$ cat src/rtl/portal_indication_arbiter.sv
// rtl/portal_indication_arbiter.sv - round-robin arbiter sharing one portal indication channel between sources
//
// Purpose:
//   Grants whole messages from NUM_SRC indication sources round-robin onto a
//   single indication channel. Each granted message goes out as one header word
//   {length[31:16], method[15:0]} and then its payload words. Messages are never
//   interleaved.
//
// Ports:
//   CLK          clock, all logic on the rising edge
//   RST          synchronous active-high reset
//   src_valid    per-source message present / current payload word valid
//   src_len      per-source payload length (LEN_W bits each), stable while valid
//   src_data     per-source current payload word (32 bits each)
//   src_deq      per-source one-cycle pop of the current payload word
//   ind_data     word presented to the host (0 when not valid)
//   ind_valid    ind_data valid
//   ind_deq      host consumes ind_data this cycle
//   busy         a message is granted
//   intr_status  indication interrupt status (= ind_valid)
//   intr_channel grant+1 while intr_status, else 0

module portal_indication_arbiter #(
    parameter int NUM_SRC = 2,
    parameter int LEN_W   = 4
) (
    input  logic                       CLK,
    input  logic                       RST,
    input  logic [NUM_SRC-1:0]         src_valid,
    input  logic [NUM_SRC*LEN_W-1:0]   src_len,
    input  logic [NUM_SRC*32-1:0]      src_data,
    output logic [NUM_SRC-1:0]         src_deq,
    output logic [31:0]                ind_data,
    output logic                       ind_valid,
    input  logic                       ind_deq,
    output logic                       busy,
    output logic                       intr_status,
    output logic [31:0]                intr_channel
);

    localparam int GW = (NUM_SRC > 1) ? $clog2(NUM_SRC) : 1;

    typedef enum logic [1:0] {
        S_IDLE    = 2'd0,
        S_HEADER  = 2'd1,
        S_PAYLOAD = 2'd2
    } state_t;

    state_t             r_state;
    logic [GW-1:0]      r_rr_ptr;
    logic [GW-1:0]      r_grant;
    logic [LEN_W-1:0]   r_cnt;

    logic               w_found;
    logic [GW-1:0]      w_pick;
    logic [GW:0]        w_idx;
    logic [LEN_W-1:0]   w_pick_len;
    logic               w_sel_valid;
    logic [31:0]        w_sel_data;
    logic               w_xfer;
    logic [GW-1:0]      w_next_ptr;

    // Round-robin scan starting at r_rr_ptr; the extra bit of w_idx lets the
    // wrap be done with one subtraction for any NUM_SRC.
    always_comb begin
        w_found = 1'b0;
        w_pick  = '0;
        w_idx   = '0;
        for (int k = 0; k < NUM_SRC; k++) begin
            w_idx = {1'b0, r_rr_ptr} + (GW+1)'(k);
            if (w_idx >= (GW+1)'(NUM_SRC)) begin
                w_idx = w_idx - (GW+1)'(NUM_SRC);
            end
            if (!w_found && src_valid[w_idx[GW-1:0]]) begin
                w_found = 1'b1;
                w_pick  = w_idx[GW-1:0];
            end
        end
    end

    assign w_pick_len  = src_len[int'(w_pick)*LEN_W +: LEN_W];
    assign w_sel_valid = src_valid[r_grant];
    assign w_sel_data  = src_data[int'(r_grant)*32 +: 32];
    assign w_next_ptr  = (r_grant == GW'(NUM_SRC-1)) ? '0 : r_grant + 1'b1;

    // Outputs follow the state directly; in PAYLOAD the granted source's
    // valid/data pass straight through so a source stall drops ind_valid at once.
    always_comb begin
        ind_valid    = 1'b0;
        ind_data     = '0;
        src_deq      = '0;
        case (r_state)
            S_HEADER: begin
                ind_valid = 1'b1;
                ind_data  = {16'(r_cnt), 16'(r_grant)};
            end
            S_PAYLOAD: begin
                ind_valid = w_sel_valid;
                ind_data  = w_sel_valid ? w_sel_data : '0;
                src_deq[r_grant] = w_sel_valid && ind_deq;
            end
            default: begin
                ind_valid = 1'b0;
            end
        endcase
        busy         = (r_state != S_IDLE);
        intr_status  = ind_valid;
        intr_channel = ind_valid ? (32'(r_grant) + 32'd1) : '0;
    end

    assign w_xfer = ind_valid && ind_deq;

    always_ff @(posedge CLK) begin
        if (RST) begin
            r_state  <= S_IDLE;
            r_rr_ptr <= '0;
            r_grant  <= '0;
            r_cnt    <= '0;
        end else begin
            case (r_state)
                S_IDLE: begin
                    if (w_found) begin
                        r_grant <= w_pick;
                        r_cnt   <= w_pick_len;
                        r_state <= S_HEADER;
                    end
                end
                S_HEADER: begin
                    if (w_xfer) begin
                        if (r_cnt == '0) begin
                            r_state  <= S_IDLE;
                            r_rr_ptr <= w_next_ptr;
                        end else begin
                            r_state <= S_PAYLOAD;
                        end
                    end
                end
                S_PAYLOAD: begin
                    if (w_xfer) begin
                        r_cnt <= r_cnt - 1'b1;
                        if (r_cnt == LEN_W'(1)) begin
                            r_state  <= S_IDLE;
                            r_rr_ptr <= w_next_ptr;
                        end
                    end
                end
                default: begin
                    r_state <= S_IDLE;
                end
            endcase
        end
    end

endmodule

$ cat config.mk
export PLATFORM = sky130hd
export DESIGN_NAME = portal_indication_arbiter
export DESIGN_NICKNAME = d
export VERILOG_FILES = /design/src/rtl/portal_indication_arbiter.sv
export SDC_FILE = /design/constraint.sdc
export NUM_CORES = 1
export LEC_CHECK = 0
export ABC_AREA = 1
export ABC_CLOCK_PERIOD_IN_PS = 1400
export CAP_MARGIN = 20
export CORE_AREA = 2 2 80 74
export CTS_BUF_LIST = sky130_fd_sc_hd__clkbuf_4
export DETAILED_ROUTE_END_ITERATION = 10
export DIE_AREA = 0 0 82 76
export HOLD_SLACK_MARGIN = 0.1
export PLACE_DENSITY = 0.76
export SYNTH_ARGS = -nofsm -noshare
export SYNTH_HDL_FRONTEND = slang
export SYNTH_SLANG_ARGS = --single-unit
export TNS_END_PERCENT = 10
$ cat constraint.sdc
create_clock -name CLK -period 1.4 [get_ports CLK]
set_input_delay 0.28 -clock CLK [delete_from_list [all_inputs] [get_ports CLK]]
set_output_delay 0.28 -clock CLK [all_outputs]
set_load 0.02 [all_outputs]
==> flow_summary.yaml <==
status:
  status: "finished with violations"
  violations: "negative setup slack"
job:
  cap_violations: 0
cts:
  cts_tree: "yes"
  cts_hold_buf: 0
  clkLatencyLatePin_ps: 250
  clock_path_buffers: 2
  cts_made_buffers: 3
  cts_htree_levels: 1
  root_buffer: "clkbuf_4"
  clkSlewWorstSetupHoldPaths_ps: 60
  clock_sinks: 8
critical_path:
  worstSetupPathType: "reg2out"
  worst_setup_path_end_kind: "primary output"
  worstPathRequired_ps: 1120
  r2r_slack_ps: -360
  crit_fanout: 14
  crit_path_start: "r_state[0]"
  reg2reg_from: "r_state[0]"
  arrival_ps: 1680
  critPathLaunchType: "register"
yosys:
  synth_top_cell_area_share: 0.209
  syn_avg_cell_area_um2: 5.97
  synth-seq-cells: 8
  synth.area.top_cells: "nand2_1, buf_4, a21oi_1"
  yosysWarnings: 0
  yosys.area.top_type: "nand2_1"
  syn-cell-area_um2: 1470
  synth_cells: 247
  ys_types: 30
  seq_area_frac_synth: 0.109
global_route:
  grt_pass1_vias: 1866
  gr-total-overflow: 0
  grt.total_usage: 0.180
  grt_max_degree: 20
  grt_antenna_before_repair: 0
  grt_first_pass_wirelength_um: 9040
floorplanning:
  fp.dieH_um: 76
  ios: 146
  core.rowCount: 26
  die_w_um: 82
  dieArea_um2: 6230
  design.core.area_um2: 5470
  initial_utilization: 0.270
placement:
  port_buffers: 115
  place_area_um2: 3000
  place_congestion: 0.897
  dp_slack_ps: -895
  dp_hpwl_um: 4700
finish:
  num_antenna_cells: 0
  fin_nets: 469
  final_cell_area_um2: 3000
  mostFrequentLayoutCells: "nand2_1, clkdlybuf4s50_1, buf_4, conb_1, a21oi_2"
  drive_gt1_frac: 0.366
  area_delta_synth_final_pct: 104
  layout_commonest_cell: "nand2_1"
drt:
  totalWireLength_um: 5600
  drt_iter0_markers: 82
  drcViolationCount: 0
  wl_per_cell_um: 12.3
  drt-pass1-iter-count: 4
  via_count: 1939
  vias_per_cell: 4.26
  ant_nets: 0
power_and_ir_drop:
  peakVddDrop_uv: 552
  power_frac_clock: 0.055
  p_sw_frac: 0.507
  power_w: 0.00332
  cell_internal_pwr_w: 0.00164
  combPwrFrac: 0.836
  seq_power_share: 0.109
  p_per_area_nw_per_um2: 1100
  p_leak_nw: 1.30
  switching_power_w: 0.00168
timing:
  hold_viol: 0
  period_needed_ps: 1960
  fin_skew_ps: 0.632
  maxSlewViolCount: 0
  finalSetupViolCount: 45
  rsz0062_at_grt: "yes"
  tns_ps: -19150
  fmax_ghz: 0.509
  fin_crit_sh: 1.40
  fin_ws_ps: -563
hold_path:
  worstHoldPathType: "reg2reg"
  worstHoldStart: "r_cnt[1]"
## through the flow
stage	instances	hold slack, ps	utilization
final	455	489	0.549
after detailed placement	450	484	0.548
after global placement	450	466	0.548
after CTS	454	499	0.555
after floorplan	276	349	-
after global routing	455	528	0.549
## cell type report
| class | instances | area (um^2) |
|---|---|---|
| Sequential cell | 8 | 163 |
| Inverter | 18 | 77.6 |
| Multi-Input combinational cell | 208 | 1280 |
| Timing Repair Buffer | 148 | 1370 |
| Clock buffer | 3 | 22.5 |
| Fill cell | 531 | 2460 |
| Tap cell | 70 | 87.6 |
## layer usage
layer	routed length, um	GRT usage
met2	2850	0.319
met5	0	0
met3	342	0.0355
met1	2320	0.217
met4	85	0.0433
## synthesized netlist by cell type, drive strengths merged
cell	count
nor2	16
buf	37
nand3	13
o31ai	1
nand2	88
dfxtp	8
nand4	2
conb	1
nor3	2
a31oi	1
mux2i	5
o32ai	5
o21ai	4
clkbuf	5
a21oi	35
ha	5
nor3b	1
inv	17
clkinv	1
## registers in the layout, indices dropped and copies added (netlist names)
signal / count
r_grant: 1
r_rr_ptr: 1
r_cnt: 4
r_state: 2
## path summary, 6_finish.rpt
path	depth (start not counted)	to
max	6	ind_data[29]
min	2	r_cnt[1]
max reg2reg	9	r_rr_ptr
min reg2reg	2	r_cnt[1]
## power groups by stage
stage	Combinational (W)	Sequential (W)	Clock, W
CTS	0.00277	0.000362	0.000189
finish	0.00277	0.000362	0.000182
global route	0.00303	0.000374	0.000209
detailed placement	0.00274	0.000367	0
global placement	0.00269	0.000364	0
floorplan	0.00178	0.000359	0
## worst max-delay path, cell delays in order (launching register included)
cell             delay [ps]
dfxtp_2                 330
inv_2                    60
ha_4                    310
nand4_4                 150
buf_8                   200
a21oi_2                 110
clkdlybuf4s15_2         270
## what timing repair did
action	4_1_cts	5_1_grt
resized for setup	158	18
endpoints found under the setup margin	46	45
pin swaps	0	2
buffers inserted	1	1
## cells by family (layout without fill, tap and decap cells)
kind of cell / after synthesis / in the layout / synth area share
buffers and inverters: 60 / 169 / 0.246
AOI/OAI and AO/OA: 46 / 46 / 0.174
muxes: 5 / 5 / 0.0340
other: 1 / 30 / 0.00254
and+or+nand+nor: 122 / 122 / 0.392
adders and majority gates: 5 / 5 / 0.0424
DFF: 8 / 8 / 0.109
(Power assumes the default switching activity.)
